**config.mk**
```make
export PLATFORM = sky130hd
export DESIGN_NAME = factor_game_ctrl
export DESIGN_NICKNAME = d
export VERILOG_FILES = /design/src/rtl/factor_game_pkg.sv /design/src/rtl/factor_game_ctrl_step.sv /design/src/rtl/factor_game_ctrl.sv
export SDC_FILE = /design/constraint.sdc
export NUM_CORES = 1
export LEC_CHECK = 0
export CORE_ASPECT_RATIO = 1.5
export CORE_UTILIZATION = 45
export CTS_CLUSTER_DIAMETER = 200
export DETAILED_ROUTE_END_ITERATION = 10
export HOLD_SLACK_MARGIN = 0.1
export PLACE_DENSITY_LB_ADDON = 0.2
export SYNTH_ARGS = -nofsm -noshare
export SYNTH_HDL_FRONTEND = slang
export SYNTH_SLANG_ARGS = --single-unit
export TNS_END_PERCENT = 10
```
**constraint.sdc**
```tcl
create_clock -name CLK -period 9.7 [get_ports CLK]
set_input_delay 1.455 -clock CLK [delete_from_list [all_inputs] [get_ports CLK]]
set_output_delay 1.455 -clock CLK [all_outputs]
set_load 0.02 [all_outputs]
```
**src/rtl/factor_game_pkg.sv**
```systemverilog
// factor_game_pkg
// Shared definitions for the per-player factorization game controller:
//   - 4-bit game state encodings (also decoded by the ready stage)
//   - prime key bit positions and one-hot key codes
//   - question-number to composite-target table
package factor_game_pkg;

  typedef enum logic [3:0] {
    ST_IDLE = 4'b0000,
    ST_PLAY = 4'b0010,
    ST_DRAW = 4'b0110,
    ST_GOOD = 4'b1000,
    ST_OUCH = 4'b1001,
    ST_WIN  = 4'b1010,
    ST_LOSE = 4'b1011
  } state_e;

  // KEY bit positions for each prime
  localparam int KEY_BIT_2 = 0;
  localparam int KEY_BIT_3 = 1;
  localparam int KEY_BIT_5 = 2;
  localparam int KEY_BIT_7 = 3;

  localparam logic [3:0] KEY_P2 = 4'(1 << KEY_BIT_2);
  localparam logic [3:0] KEY_P3 = 4'(1 << KEY_BIT_3);
  localparam logic [3:0] KEY_P5 = 4'(1 << KEY_BIT_5);
  localparam logic [3:0] KEY_P7 = 4'(1 << KEY_BIT_7);

  localparam logic [3:0] NUM_MIN = 4'd1;
  localparam logic [3:0] NUM_MAX = 4'd10;

  // Composite target for a question number; 0 for out-of-range numbers.
  function automatic logic [7:0] target_of(input logic [3:0] num);
    logic [7:0] t;
    case (num)
      4'd1:    t = 8'd12;
      4'd2:    t = 8'd18;
      4'd3:    t = 8'd20;
      4'd4:    t = 8'd30;
      4'd5:    t = 8'd42;
      4'd6:    t = 8'd60;
      4'd7:    t = 8'd84;
      4'd8:    t = 8'd90;
      4'd9:    t = 8'd105;
      4'd10:   t = 8'd210;
      default: t = 8'd0;
    endcase
    return t;
  endfunction

endpackage

```
**src/rtl/factor_game_ctrl_step.sv**
```systemverilog
// factor_step
// Combinational evaluation of one prime key press against the current target.
// Ports:
//   i_target   [7:0]  current remaining value
//   i_key      [3:0]  one-hot prime key {7,5,3,2}
//   o_correct         key is one-hot and its prime divides i_target
//   o_quotient [7:0]  i_target / p (valid when o_correct)
//   o_finish          correct key whose quotient is 1
module factor_step
  import factor_game_pkg::*;
(
  input  logic [7:0] i_target,
  input  logic [3:0] i_key,
  output logic       o_correct,
  output logic [7:0] o_quotient,
  output logic       o_finish
);

  logic [7:0] w_q2, w_q3, w_q5, w_q7;

  // Constant divisors only; divisibility checked by multiplying back.
  // Products stay within 8 bits since each quotient is floor(target/p).
  assign w_q2 = i_target / 8'd2;
  assign w_q3 = i_target / 8'd3;
  assign w_q5 = i_target / 8'd5;
  assign w_q7 = i_target / 8'd7;

  always_comb begin
    o_correct  = 1'b0;
    o_quotient = 8'd0;
    case (i_key)
      KEY_P2: begin
        o_quotient = w_q2;
        o_correct  = (w_q2 * 8'd2) == i_target;
      end
      KEY_P3: begin
        o_quotient = w_q3;
        o_correct  = (w_q3 * 8'd3) == i_target;
      end
      KEY_P5: begin
        o_quotient = w_q5;
        o_correct  = (w_q5 * 8'd5) == i_target;
      end
      KEY_P7: begin
        o_quotient = w_q7;
        o_correct  = (w_q7 * 8'd7) == i_target;
      end
      default: begin
        o_correct  = 1'b0;
        o_quotient = 8'd0;
      end
    endcase
  end

  assign o_finish = o_correct && (o_quotient == 8'd1);

endmodule

```
**src/rtl/factor_game_ctrl.sv**
```systemverilog
// factor_game_ctrl
// Per-player controller for the two-player factorization game. Loads a
// composite target on round start, lets the player strip prime factors,
// arbitrates against the opponent's DONE, and keeps the match score.
// Optional macro: FACTOR_GAME_TIMEOUT_EN adds a round timer that ends an
// idle PLAY as a DRAW after ROUND_SEC seconds of TICK_CYC cycles each.
// Ports:
//   CLK, RST          clock, synchronous active-high reset
//   OK, NUM[3:0]      round-start pulse and question number (1..10)
//   KEY[3:0]          one-hot prime key pulses {7,5,3,2}
//   OPP_DONE          opponent finished this cycle
//   STATE[3:0]        game state code
//   TARGET[7:0]       remaining value
//   SCORE, OPP_SCORE  own / opponent points (saturate at WIN_SCORE)
//   DONE              one-cycle pulse when own remainder reaches 1
//
// state | meaning
// IDLE  | waiting for OK with a valid question number
// PLAY  | player factoring the target
// DRAW  | both finished together (or round timed out), held RESULT_CYC
// GOOD  | player finished first, point scored, held RESULT_CYC
// OUCH  | wrong key or opponent finished first, held RESULT_CYC
// WIN   | own score reached WIN_SCORE, held until RST
// LOSE  | opponent score reached WIN_SCORE, held until RST
module factor_game_ctrl
  import factor_game_pkg::*;
#(
  parameter int unsigned RESULT_CYC = 100_000_000,
  parameter int unsigned TICK_CYC   = 50_000_000,
  parameter int unsigned ROUND_SEC  = 10,
  parameter int unsigned WIN_SCORE  = 3
) (
  input  logic       CLK,
  input  logic       RST,
  input  logic       OK,
  input  logic [3:0] NUM,
  input  logic [3:0] KEY,
  input  logic       OPP_DONE,
  output logic [3:0] STATE,
  output logic [7:0] TARGET,
  output logic [3:0] SCORE,
  output logic [3:0] OPP_SCORE,
  output logic       DONE
);

  if (RESULT_CYC < 1 || TICK_CYC < 1 || ROUND_SEC < 1 ||
      WIN_SCORE < 1 || WIN_SCORE > 15) begin : g_bad_param
    $error("factor_game_ctrl: parameter out of range");
  end

  localparam int RCW = (RESULT_CYC > 1) ? $clog2(RESULT_CYC) : 1;
  localparam logic [RCW-1:0] RES_LOAD = RCW'(RESULT_CYC - 1);
  localparam logic [3:0]     WIN_PTS  = 4'(WIN_SCORE);

  state_e         r_state;
  logic [7:0]     r_target;
  logic [3:0]     r_score;
  logic [3:0]     r_opp;
  logic           r_done;
  logic [RCW-1:0] r_res_cnt;

  logic       w_correct;
  logic [7:0] w_quot;
  logic       w_finish;
  logic       w_num_ok;
  logic       w_wrong;

  factor_step u_step (
    .i_target   (r_target),
    .i_key      (KEY),
    .o_correct  (w_correct),
    .o_quotient (w_quot),
    .o_finish   (w_finish)
  );

  assign w_num_ok = (NUM >= NUM_MIN) && (NUM <= NUM_MAX);
  assign w_wrong  = (KEY != 4'd0) && !w_correct;

`ifdef FACTOR_GAME_TIMEOUT_EN
  localparam int TW = (TICK_CYC > 1) ? $clog2(TICK_CYC) : 1;
  localparam int SW = (ROUND_SEC > 1) ? $clog2(ROUND_SEC) : 1;
  localparam logic [TW-1:0] TICK_LOAD = TW'(TICK_CYC - 1);
  localparam logic [SW-1:0] SEC_LAST  = SW'(ROUND_SEC - 1);

  logic [TW-1:0] r_tick;
  logic [SW-1:0] r_sec;
  logic          w_timeout;

  // Last cycle of the last second.
  assign w_timeout = (r_tick == '0) && (r_sec == SEC_LAST);
`endif

  always_ff @(posedge CLK) begin
    if (RST) begin
      r_state   <= ST_IDLE;
      r_target  <= 8'd0;
      r_score   <= 4'd0;
      r_opp     <= 4'd0;
      r_done    <= 1'b0;
      r_res_cnt <= '0;
`ifdef FACTOR_GAME_TIMEOUT_EN
      r_tick    <= '0;
      r_sec     <= '0;
`endif
    end else begin
      r_done <= 1'b0;
      case (r_state)
        ST_IDLE: begin
          if (OK && w_num_ok) begin
            r_state  <= ST_PLAY;
            r_target <= target_of(NUM);
`ifdef FACTOR_GAME_TIMEOUT_EN
            r_tick   <= TICK_LOAD;
            r_sec    <= '0;
`endif
          end
        end

        ST_PLAY: begin
          // finishing key > OPP_DONE > wrong key > plain correct key > timeout
          if (w_finish) begin
            r_target  <= w_quot;
            r_done    <= 1'b1;
            r_res_cnt <= RES_LOAD;
            if (OPP_DONE) begin
              r_state <= ST_DRAW;
            end else begin
              r_state <= ST_GOOD;
              if (r_score != WIN_PTS) r_score <= r_score + 4'd1;
            end
          end else if (OPP_DONE || w_wrong) begin
            // A wrong key coinciding with OPP_DONE is one point, not two.
            r_state   <= ST_OUCH;
            r_res_cnt <= RES_LOAD;
            if (r_opp != WIN_PTS) r_opp <= r_opp + 4'd1;
          end else if (KEY != 4'd0) begin
            r_target <= w_quot;
          end
`ifdef FACTOR_GAME_TIMEOUT_EN
          else if (w_timeout) begin
            r_state   <= ST_DRAW;
            r_res_cnt <= RES_LOAD;
          end
          if (r_tick == '0) begin
            r_tick <= TICK_LOAD;
            r_sec  <= r_sec + 1'b1;
          end else begin
            r_tick <= r_tick - 1'b1;
          end
`endif
        end

        ST_DRAW, ST_GOOD, ST_OUCH: begin
          if (r_res_cnt == '0) begin
            if (r_score == WIN_PTS) begin
              r_state <= ST_WIN;
            end else if (r_opp == WIN_PTS) begin
              r_state <= ST_LOSE;
            end else begin
              r_state  <= ST_IDLE;
              r_target <= 8'd0;
            end
          end else begin
            r_res_cnt <= r_res_cnt - 1'b1;
          end
        end

        ST_WIN, ST_LOSE: begin
          r_state <= r_state;
        end

        default: begin
          r_state  <= ST_IDLE;
          r_target <= 8'd0;
        end
      endcase
    end
  end

  assign STATE     = r_state;
  assign TARGET    = r_target;
  assign SCORE     = r_score;
  assign OPP_SCORE = r_opp;
  assign DONE      = r_done;

endmodule

```
==> summary.txt, run 1 <==
Logic synthesis
  • Biggest area contributors in the synthesized netlist: sky130_fd_sc_hd__dfxtp_1 (16%), sky130_fd_sc_hd__ha_1 (7.7%), sky130_fd_sc_hd__a21oi_1 (6.3%), sky130_fd_sc_hd__o21ai_0 (4.0%), sky130_fd_sc_hd__nand2_1 (3.5%)
  • Sequential element share of the synthesized area: 15.9%
  • Number of warnings reported in the yosys synthesis log: 0
  • Fraction of post-synthesis cell area in the top cell type by area: 15.9%
  • Syn_nets: 871
  • Post-synthesis sequential element count: 48
  • Number of enable flip-flop cells after synthesis: 0
  • Cells after synthesis: 814
  • Cell with the most instances after synthesis: sky130_fd_sc_hd__a21oi_1
  • Distinct cells, synth: 101
  • Post-synthesis async set-or-reset flop share: 0%
  • Cell area after synthesis: 6050 sq um
  • Primary FF master, synth: sky130_fd_sc_hd__dfxtp_1
  • Most frequent cells after synthesis: sky130_fd_sc_hd__a21oi_1 (76), sky130_fd_sc_hd__nand2_1 (57), sky130_fd_sc_hd__nor2_1 (55), sky130_fd_sc_hd__dfxtp_1 (48), sky130_fd_sc_hd__o21ai_0 (48)
  • Post-synth top area cell: sky130_fd_sc_hd__dfxtp_1
  • Post-synthesis area per instance: 7.43 sq um

Global routing
  • GR met1 Demand/Resource: 29.1%
  • Met3 capacity usage during global routing: 3.29%
  • Met2 GRT Util: 50.3%
  • Global-route total usage across every layer: 26.8%
  • Wire length of the first global-routing pass: 30500 um
  • Largest net degree at the start of global routing: 45
  • Initial antenna violation count: 0
  • Leftover overflow at the end of global routing: 0
  • Most used routing layer in global routing: met2
  • Via count of the first global-routing pass: 6073

Critical path
  • RR Startpoint: TARGET[6]$_SDFFE_PP0P_
  • Max stage delay cell, worst path: sky130_fd_sc_hd__or4_1
  • Element type at the critical path start: flop
  • Worst endpoint required time: 9.87 ns
  • Arrival time reported for the critical path endpoint: 9.12 ns
  • Max incr delay on CP: 0.53 ns
  • Critical path launch point: TARGET[6]$_SDFFE_PP0P_
  • CP Capture Point: r_res_cnt[0]$_SDFFE_PP0P_
  • Cell family with the largest share of critical-path delay: compound AO/OA/AOI/OAI gates
  • Cell seen most often among critical-path stages: sky130_fd_sc_hd__ha_1
  • Kind of capture point of the worst setup path: flop
  • Count of cell instances traversed by the critical path: 32
  • Setup CP Type: flop to flop
  • R2r worst-path depth: 32
  • Crit-path max FO: 25
  • Worst R2R End: r_res_cnt[0]$_SDFFE_PP0P_
  • Critical path buffers and inverters: 1
  • Register-to-Register Setup Slack: 0.76 ns

Die
  • Initial core utilization: 46.5%
  • Die Height: 144 um
  • Die Area: 13900 sq um
  • Die width: 96.7 um
  • Boundary pin count: 33
  • Core outline area: 13000 sq um
  • Row cnt: 51

Final layout
  • Final nets: 871
  • Core Util, Final: 50.5%
  • Fraction of layout instances using a drive strength above 1: 7.48%
  • Number of antenna diodes: 0
  • Final design area excluding fillers: 6580 sq um
  • Final non-filler cell total: 974
  • Relative area change from synthesis to final layout: 8.75%

Timing
  • Final hold violation count: 0
  • Final setup violation count: 0
  • Setup_tns: 0 ns
  • Final worst path period share: 92.2%
  • Post-Route Skew: 0.00634 ns
  • Max_slew headroom: 26.5%
  • Unrepaired setup endpoints after global routing: no
  • Pin slew with the least headroom to its limit: 1.09 ns
  • Time the worst path needs with I/O delays and setup: 8.94 ns
  • Final Hold Slack: 0.469 ns
  • Fmax: 0.112 GHz
  • Number of max-slew violations in the final report: 0

Clock network
  • Number of clock sinks: 48
  • Worst skew pair latency: 0.30 ns
  • Setup bufs post-CTS: 0
  • CTS tree: built
  • Clock slew at reported path FFs: 0.07 ns
  • CTS Root Buffer Type: sky130_fd_sc_hd__clkbuf_16
  • Largest buffer count on any clock path: 2
  • Clock buffer count from CTS: 5
  • CTS HTree Levels: 2

Pwr
  • Leakage Power: 0.00258 uW
  • Worst ir drop on vdd: 203 uV
  • Power per unit of standard cell area: 307 nW/um^2

Placed design
  • Routability congestion estimate from global placement: 0.939
  • HPWL Detailed: 14400 um
  • Post-placement cell area: 6400 sq um
  • Cell count after placement: 966
  • Buffers added on ports: 32

Hold path
  • Kind of path behind the tightest hold check: flop to flop
  • Beginning of the worst hold path: r_res_cnt[9]$_SDFFE_PP0P_

Status
  • Run status: finished, final reports clean

Route
  • Drt first-iter violations: 329
  • DRC violations left: 0
  • Total wire length after detailed routing: 18700 um
  • Per-cell via count in the routed design: 6.58
  • Residual antenna-violating net count after detailed routing: 0
  • First-pass iteration count of the detailed router: 5
  • Vias: 6406
  • Routed wire per std cell: 19.2 um

Flow run
  • Max cap viols: 0
cells by family after synthesis:
group | count (synthesis) | synth area share [%]
AOI/OAI and AO/OA | 298 | 34.5
and+or+nand+nor | 294 | 26.9
buffers and inverters | 94 | 6.87
DFF | 48 | 15.9
adders and majority gates | 46 | 10.5
xor gates and xnor gates | 20 | 2.90
muxes | 14 | 2.44
worst min-delay path, stage by stage (launching register included):
cell	delay, ns
sky130_fd_sc_hd__dfxtp_1	0.32
sky130_fd_sc_hd__nand2_1	0.05
sky130_fd_sc_hd__mux2i_1	0.05
placed cells by master (no fill, tap or decap), types with 8 or more instances in the layout:
master | Yosys | routed
sky130_fd_sc_hd__a211oi_1 | 16 | 16
sky130_fd_sc_hd__a21oi_1 | 76 | 76
sky130_fd_sc_hd__a22oi_1 | 10 | 10
sky130_fd_sc_hd__a31oi_1 | 15 | 15
sky130_fd_sc_hd__and3_1 | 9 | 9
sky130_fd_sc_hd__buf_4 | 3 | 12
sky130_fd_sc_hd__clkdlybuf4s50_1 | 0 | 32
sky130_fd_sc_hd__dfxtp_1 | 48 | 48
sky130_fd_sc_hd__fa_1 | 8 | 8
sky130_fd_sc_hd__ha_1 | 37 | 37
sky130_fd_sc_hd__inv_1 | 41 | 41
sky130_fd_sc_hd__mux2i_1 | 11 | 11
sky130_fd_sc_hd__nand2_1 | 57 | 57
sky130_fd_sc_hd__nand2b_1 | 23 | 23
sky130_fd_sc_hd__nand3_1 | 22 | 22
sky130_fd_sc_hd__nor2_1 | 55 | 55
sky130_fd_sc_hd__nor2b_1 | 8 | 8
sky130_fd_sc_hd__nor3_1 | 25 | 25
sky130_fd_sc_hd__nor4_1 | 8 | 8
sky130_fd_sc_hd__o21a_1 | 9 | 9
sky130_fd_sc_hd__o21ai_0 | 48 | 48
sky130_fd_sc_hd__o22ai_1 | 8 | 8
sky130_fd_sc_hd__o31ai_1 | 18 | 18
sky130_fd_sc_hd__or3_1 | 20 | 20
sky130_fd_sc_hd__or4_1 | 12 | 12
sky130_fd_sc_hd__xnor2_1 | 13 | 13
through the flow:
stage / total power, uW / setup slack [ns]
floorplan: 1440 / 1.70
global placement: 1780 / 1.09
detailed placement: 1800 / 0.763
CTS: 2010 / 0.731
global route: 2200 / 0.153
finish: 2020 / 0.760
final cells by class:
type	count	area, sq um
inverters	43	161
clock buffers	5	125
clock inverters	3	42.5
well taps	159	199
repair buffers	44	410
flip-flops and latches	48	961
fillers	1288	6440
multi-input cells	672	4680
flip-flops by register name, indices dropped and copies added (netlist names):
signal     flops
r_res_cnt     27
DONE           1
SCORE          4
TARGET         8
OPP_SCORE      4
STATE          4
power by group:
part / switching [uW] / total [uW] / leakage [uW] / internal, uW
sequential: 69.4 / 326 / 0.000393 / 257
clock: 76.7 / 198 / 0.0000798 / 121
combinational: 920 / 1490 / 0.00211 / 574
total: 1070 / 2020 / 0.00258 / 953
worst min-delay path by stage:
stage / end / slack (ns) / depth (start not counted)
final: r_res_cnt[9]$_SDFFE_PP0P_ / 0.47 / 2
after global placement: r_res_cnt[11]$_SDFFE_PP0P_ / 0.45 / 2
after detailed placement: r_res_cnt[9]$_SDFFE_PP0P_ / 0.46 / 2
after CTS: r_res_cnt[9]$_SDFFE_PP0P_ / 0.47 / 2
after floorplan: r_res_cnt[9]$_SDFFE_PP0P_ / 0.44 / 2
after global routing: r_res_cnt[11]$_SDFFE_PP0P_ / 0.50 / 2
repair_timing:
item	CTS	global route
setup endpoints to repair	0	1
hold buffers	0	0
resized for setup	0	1
layer usage:
metal  part of all wire [%]  routed length (um)
met5                      0                   0
met4                    4.9                 910
met3                    4.1                 758
met2                     52                9780
met1                     39                7220
Power figures use the tool's default switching activity.
==> inputs of run 2 (changes only) <==
--- a/config.mk
+++ b/config.mk
@@ -6,12 +6,13 @@
 export NUM_CORES = 1
 export LEC_CHECK = 0
 export CORE_ASPECT_RATIO = 1.5
-export CORE_UTILIZATION = 45
+export CORE_UTILIZATION = 25
 export CTS_CLUSTER_DIAMETER = 200
 export DETAILED_ROUTE_END_ITERATION = 10
 export HOLD_SLACK_MARGIN = 0.1
 export PLACE_DENSITY_LB_ADDON = 0.2
 export SYNTH_ARGS = -nofsm -noshare
 export SYNTH_HDL_FRONTEND = slang
+export SYNTH_HIERARCHICAL = 1
 export SYNTH_SLANG_ARGS = --single-unit
 export TNS_END_PERCENT = 10
==> run 2 against run 1 <==
Critical path depth decreased by 6. Wire length is 11% higher. Utilization down 22 points. Total power is 5.7% higher. Largest power group unchanged. Flip-flop and latch count unchanged. Clock power is 7% lower. Clock skew is essentially flat. Synthesized cell count decreased by 2.1%. First-iteration DRC count fell by 2.1%. Highest routed layer unchanged. Die area grew 79%. Sequential share of layout area is 0.42 points lower.
==> summary.txt, run 2 <==
Critical path
  • Critical path buffers and inverters: 0
  • Arrival time reported for the critical path endpoint: 9.06 ns
  • Worst endpoint required time: 9.92 ns
  • Crit-path max FO: 42
  • Max incr delay on CP: 0.82 ns
  • Max stage delay cell, worst path: sky130_fd_sc_hd__dfxtp_2
  • Kind of capture point of the worst setup path: flop
  • Element type at the critical path start: flop
  • Setup CP Type: flop to flop
  • Cell seen most often among critical-path stages: sky130_fd_sc_hd__ha_1
  • Cell family with the largest share of critical-path delay: compound AO/OA/AOI/OAI gates

Global routing
  • Wire length of the first global-routing pass: 32700 um
  • Initial antenna violation count: 0
  • Largest net degree at the start of global routing: 43
  • Via count of the first global-routing pass: 6079
  • Global-route total usage across every layer: 16.9%
  • Leftover overflow at the end of global routing: 0

Timing
  • Fmax: 0.113 GHz
  • Final hold violation count: 0
  • Final worst path period share: 91.1%
  • Pin slew with the least headroom to its limit: 1.03 ns
  • Max_slew headroom: 30.4%
  • Time the worst path needs with I/O delays and setup: 8.84 ns
  • Final Hold Slack: 0.473 ns
  • Number of max-slew violations in the final report: 0
  • Post-Route Skew: 0.00622 ns
  • Final setup violation count: 0
  • Unrepaired setup endpoints after global routing: no
  • Final worst slack: 0.864 ns
  • Setup_tns: 0 ns

Clock network
  • Clock buffer count from CTS: 5
  • Number of clock sinks: 48
  • Largest buffer count on any clock path: 2
  • Number of buffers inserted by hold repair at cts: 0
  • CTS Root Buffer Type: sky130_fd_sc_hd__clkbuf_16
  • Setup bufs post-CTS: 0
  • CTS tree: built
  • Clock slew at reported path FFs: 0.07 ns
  • CTS-repair resized insts: 0
  • CTS HTree Levels: 2
  • Worst skew pair latency: 0.29 ns

Die
  • Die width: 129 um
  • Initial core utilization: 25.5%
  • Row cnt: 69
  • Die Area: 24900 sq um
  • Die Height: 193 um
  • Boundary pin count: 33
  • Core outline area: 23700 sq um

Route
  • Drt first-iter violations: 322
  • Routed wire per std cell: 18.5 um
  • DRC violations left: 0
  • Vias: 6193
  • Residual antenna-violating net count after detailed routing: 0
  • First-pass iteration count of the detailed router: 5
  • Per-cell via count in the routed design: 5.54
  • Total wire length after detailed routing: 20700 um

Placed design
  • HPWL Detailed: 15900 um
  • Buffers added on ports: 32
  • Setup WS pre-CTS: 1.06 ns
  • Routability congestion estimate from global placement: 0.893

Logic synthesis
  • Biggest area contributors in the synthesized netlist: sky130_fd_sc_hd__dfxtp_1 (16%), sky130_fd_sc_hd__ha_1 (7.0%), sky130_fd_sc_hd__o21ai_0 (3.7%), sky130_fd_sc_hd__a21oi_1 (3.3%), sky130_fd_sc_hd__nand2_1 (3.2%)
  • Cells after synthesis: 797
  • Most frequent cells after synthesis: sky130_fd_sc_hd__nand2_1 (52), sky130_fd_sc_hd__nor2_1 (52), sky130_fd_sc_hd__dfxtp_1 (48), sky130_fd_sc_hd__o21ai_0 (45), sky130_fd_sc_hd__a21oi_1 (40)
  • Sequential element share of the synthesized area: 15.9%
  • Post-synth top area cell: sky130_fd_sc_hd__dfxtp_1
  • Number of warnings reported in the yosys synthesis log: 6
  • Distinct cells, synth: 99
  • Post-synthesis area per instance: 7.60 sq um
  • Number of enable flip-flop cells after synthesis: 0
  • Primary FF master, synth: sky130_fd_sc_hd__dfxtp_1
  • Syn_nets: 851
  • Fraction of post-synthesis cell area in the top cell type by area: 15.9%
  • Post-synthesis sequential element count: 48
  • Cell area after synthesis: 6060 sq um
  • Post-synthesis async set-or-reset flop share: 0%

Final layout
  • Number of antenna diodes: 0
  • Flip-flop count of the largest register after layout: 27
  • Final nets: 852
  • Leading cell types in the layout, fill and taps excluded: sky130_fd_sc_hd__nor2_1 (52), sky130_fd_sc_hd__nand2_1 (52), sky130_fd_sc_hd__dfxtp_1 (45), sky130_fd_sc_hd__o21ai_0 (45), sky130_fd_sc_hd__a21oi_1 (40)
  • Biggest register: r_res_cnt
  • Count of fill cells added during filler insertion: 2560
  • Fraction of layout instances using a drive strength above 1: 8.26%
  • Relative area change from synthesis to final layout: 12.2%

Hold path
  • Kind of path behind the tightest hold check: flop to flop

Flow run
  • Max cap viols: 0

Pwr
  • Leakage Power: 0.00253 uW
  • Worst ir drop on vdd: 138 uV
  • Power per unit of standard cell area: 314 nW/um^2

Status
  • Run status: finished, final reports clean
run 2: changes by cell type after synthesis, moves of 5 or more:
cell                       delta
sky130_fd_sc_hd__nand3_1      -5
sky130_fd_sc_hd__a21oi_1     -36
sky130_fd_sc_hd__buf_2       +18
sky130_fd_sc_hd__clkbuf_1     -9
sky130_fd_sc_hd__a21o_1       +6
sky130_fd_sc_hd__nor3b_1      +6
sky130_fd_sc_hd__nor2b_1      +7
sky130_fd_sc_hd__a221o_1      +5
sky130_fd_sc_hd__a31oi_1      +8
sky130_fd_sc_hd__nand2_1      -5
sky130_fd_sc_hd__o21a_1       -7
sky130_fd_sc_hd__nor3_1       -9
sky130_fd_sc_hd__nor4_1       +5
run 2: cell families (layout without fill, tap and decap cells):
group / after synthesis / count (layout) / synth area share (%)
flip-flops: 48 / 48 / 15.9
AO/OA/AOI/OAI: 270 / 270 / 32.1
XOR/XNOR: 24 / 24 / 3.47
other: 1 / 1 / 0.0619
multiplexers: 15 / 15 / 2.52
adder cells (fa/ha/maj): 43 / 43 / 9.83
AND/OR/NAND/NOR: 298 / 298 / 29.0
buffers and inverters: 98 / 100 / 7.17
run 2: metrics by stage:
stage | cells | area, sq um | power [uW] | utilization, %
floorplan | 797 | 6060 | 1510 | -
global placement | 1110 | 6640 | 1960 | 28.0
detailed placement | 1110 | 6640 | 1950 | 28.0
CTS | 1118 | 6800 | 2140 | 28.6
global route | 1118 | 6800 | 2320 | 28.6
finish | 1118 | 6800 | 2130 | 28.6
run 2: path summary, 6_finish.rpt:
kind	startpoint	end	slack, ns	cells past startpoint
worst max-delay path	TARGET[5]$_SDFFE_PP0P_	r_res_cnt[5]$_SDFFE_PP0P_	0.86	26
worst min-delay path	r_res_cnt[11]$_SDFFE_PP0P_	r_res_cnt[11]$_SDFFE_PP0P_	0.47	2
worst max register to register	TARGET[5]$_SDFFE_PP0P_	r_res_cnt[5]$_SDFFE_PP0P_	0.86	26
worst min register to register	r_res_cnt[11]$_SDFFE_PP0P_	r_res_cnt[11]$_SDFFE_PP0P_	0.47	2
run 2: layout make-up:
class	instances	area (sq um)	share of cell area, %
Inverter	41	154	2.26
Clock buffer	6	139	2.04
Tap cell	319	399	5.87
Multi-Input combinational cell	651	4660	68.6
Sequential cell	48	965	14.2
Clock inverter	2	15.0	0.221
Timing Repair Buffer	51	463	6.81
run 2: where the power goes:
group / internal, uW / switching [uW] / leakage (uW)
combinational: 621 / 938 / 0.00207
sequential: 259 / 131 / 0.000393
clock: 103 / 81.2 / 0.0000691
run 2: tightest hold or removal path: cells and delay by family, from the launching register on:
kind	cells	cell delay (ns)
multiplexers	1	0.05
AND/OR/NAND/NOR	1	0.05
flip-flops	1	0.32
run 2: routing by layer:
layer	up-vias	routed length [um]	share of wire [%]	global-route usage, %
li1	3057	-	-	-
met1	2961	8040	39	17.7
met2	126	10900	52	32.1
met3	49	528	2.5	1.55
met4	0	1280	6.2	10.7
met5	-	0	0	0
==> inputs of run 3 (changes only) <==
--- a/config.mk
+++ b/config.mk
@@ -5,12 +5,15 @@
 export SDC_FILE = /design/constraint.sdc
 export NUM_CORES = 1
 export LEC_CHECK = 0
+export CELL_PAD_IN_SITES_DETAIL_PLACEMENT = 1
+export CELL_PAD_IN_SITES_GLOBAL_PLACEMENT = 2
 export CORE_ASPECT_RATIO = 1.5
 export CORE_UTILIZATION = 25
 export CTS_CLUSTER_DIAMETER = 200
 export DETAILED_ROUTE_END_ITERATION = 10
 export HOLD_SLACK_MARGIN = 0.1
 export PLACE_DENSITY_LB_ADDON = 0.2
+export SLEW_MARGIN = 20
 export SYNTH_ARGS = -nofsm -noshare
 export SYNTH_HDL_FRONTEND = slang
 export SYNTH_HIERARCHICAL = 1
==> run 3 against run 2 <==
First-iteration DRC count shrank 38%. Sequential share of layout area shrank 0.12 points. Setup slack gained 0.069 ns. Final cell count grew 0.54%. Wire length grew 11%. Non-clock buffer count grew 6. Total power grew 3.4%. Utilization grew 0.16 points. Cell area grew 0.57%. Flip-flop and latch count is the same. Die area is the same. Via count grew 2.7%. Critical path type unchanged.
==> summary.txt, run 3 (synthesis gave the netlist of run 2 again) <==
Flow run
  • Max cap viols: 0

Global routing
  • Global-route total usage across every layer: 18.8%
  • Largest net degree at the start of global routing: 39
  • Initial antenna violation count: 0
  • Via count of the first global-routing pass: 6512
  • Wire length of the first global-routing pass: 36200 um
  • Leftover overflow at the end of global routing: 0

Die
  • Row cnt: 69
  • Die Area: 24900 sq um
  • Die width: 129 um
  • Initial core utilization: 25.5%
  • Core outline area: 23700 sq um
  • Boundary pin count: 33
  • Die Height: 193 um

Route
  • DRC violations left: 0
  • Vias: 6363
  • Total wire length after detailed routing: 23000 um
  • Routed wire per std cell: 20.5 um
  • Per-cell via count in the routed design: 5.66
  • First-pass iteration count of the detailed router: 4
  • Drt first-iter violations: 200
  • Residual antenna-violating net count after detailed routing: 0

Clock network
  • Number of buffers inserted by hold repair at cts: 0
  • Largest buffer count on any clock path: 2
  • Clock buffer count from CTS: 5
  • Setup bufs post-CTS: 0
  • Number of clock sinks: 48
  • CTS tree: built
  • CTS-repair resized insts: 0
  • Worst skew pair latency: 0.30 ns
  • Clock slew at reported path FFs: 0.07 ns
  • CTS Root Buffer Type: sky130_fd_sc_hd__clkbuf_16
  • CTS HTree Levels: 2

Final layout
  • Final nets: 858
  • Fraction of layout instances using a drive strength above 1: 8.57%
  • Count of fill cells added during filler insertion: 2865
  • Flip-flop count of the largest register after layout: 27
  • Number of antenna diodes: 0
  • Relative area change from synthesis to final layout: 12.8%
  • Leading cell types in the layout, fill and taps excluded: sky130_fd_sc_hd__nor2_1 (52), sky130_fd_sc_hd__nand2_1 (52), sky130_fd_sc_hd__dfxtp_1 (47)
  • Core Util, Final: 28.8%
  • Biggest register: r_res_cnt

Placed design
  • Buffers added on ports: 32
  • Routability congestion estimate from global placement: 0.841
  • Setup WS pre-CTS: 0.830 ns
  • HPWL Detailed: 17900 um

Pwr
  • Worst ir drop on vdd: 127 uV
  • Total power: 2210 uW
  • Leakage Power: 0.00256 uW
  • Power per unit of standard cell area: 323 nW/um^2

Timing
  • Post-Route Skew: 0.00881 ns
  • Fmax: 0.114 GHz
  • Unrepaired setup endpoints after global routing: no
  • Final hold violation count: 0
  • Pin slew with the least headroom to its limit: 0.879 ns
  • Final Hold Slack: 0.478 ns
  • Max_slew headroom: 40.9%
  • Final worst slack: 0.933 ns
  • Final worst path period share: 90.4%
  • Setup_tns: 0 ns
  • Number of max-slew violations in the final report: 0
  • Time the worst path needs with I/O delays and setup: 8.77 ns
  • Final setup violation count: 0

Critical path
  • Arrival time reported for the critical path endpoint: 8.99 ns
  • Element type at the critical path start: flop
  • Max incr delay on CP: 0.79 ns
  • Setup CP Type: flop to flop
  • Cell family with the largest share of critical-path delay: compound AO/OA/AOI/OAI gates
  • Crit-path max FO: 23
  • Worst endpoint required time: 9.93 ns
  • Critical path buffers and inverters: 4
  • Max stage delay cell, worst path: sky130_fd_sc_hd__dfxtp_1
  • Kind of capture point of the worst setup path: flop

Status
  • Run status: finished, final reports clean

Hold path
  • Kind of path behind the tightest hold check: flop to flop
==> run 3: cell count changes in the layout (fill, tap and decap cells not counted), sizes merged <==
cell / change
buf: +6
clkbuf: +1
clkinvlp: -1
==> run 3: report_power, final <==
group | switching [uW] | internal [uW] | leakage (uW)
clock | 83.9 | 103 | 0.0000701
sequential | 121 | 259 | 0.000393
combinational | 1010 | 633 | 0.00210
total | 1210 | 995 | 0.00256
==> run 3: final cells by class <==
type / count / area [sq um] / share of cell area (%)
Multi-Input combinational cell: 651 / 4660 / 68.2
Sequential cell: 48 / 962 / 14.1
Timing Repair Buffer: 57 / 508 / 7.43
Tap cell: 319 / 399 / 5.84
Inverter: 41 / 154 / 2.25
Clock buffer: 7 / 143 / 2.09
Clock inverter: 1 / 7.51 / 0.110
==> run 3: worst paths after layout <==
| path | start | to | slack, ns | cells past startpoint |
|---|---|---|---|---|
| setup / recovery | TARGET[7]$_SDFFE_PP0P_ | r_res_cnt[6]$_SDFFE_PP0P_ | 0.93 | 30 |
| hold reg to reg | r_res_cnt[11]$_SDFFE_PP0P_ | r_res_cnt[11]$_SDFFE_PP0P_ | 0.48 | 2 |
| setup reg to reg | TARGET[7]$_SDFFE_PP0P_ | r_res_cnt[6]$_SDFFE_PP0P_ | 0.93 | 30 |
| hold / removal | r_res_cnt[11]$_SDFFE_PP0P_ | r_res_cnt[11]$_SDFFE_PP0P_ | 0.48 | 2 |
==> run 3: per-stage QoR <==
step / area (sq um) / std cells
global placement: 6690 / 1116
floorplan: 6060 / 797
finish: 6840 / 1124
detailed placement: 6690 / 1116
CTS: 6840 / 1124
global route: 6840 / 1124
==> run 3: layer usage <==
metal | vias to the layer above | part of all wire (%) | GRT usage, %
li1 | 3065 | - | -
met3 | 39 | 2.2 | 1.50
met4 | 0 | 4.1 | 8.78
met1 | 3170 | 39 | 20.8
met5 | - | 0 | 0
met2 | 89 | 54 | 35.9
==> run 3: worst reg2reg max path, delay by kind of cell (launching register included) <==
| kind | cells | cell delay (ns) |
|---|---|---|
| adder cells (fa/ha/maj) | 4 | 1.44 |
| XOR/XNOR | 3 | 0.45 |
| AND/OR/NAND/NOR | 6 | 2.19 |
| flip-flops | 1 | 0.79 |
| AO/OA/AOI/OAI | 13 | 3.23 |
| buffers and inverters | 4 | 0.57 |
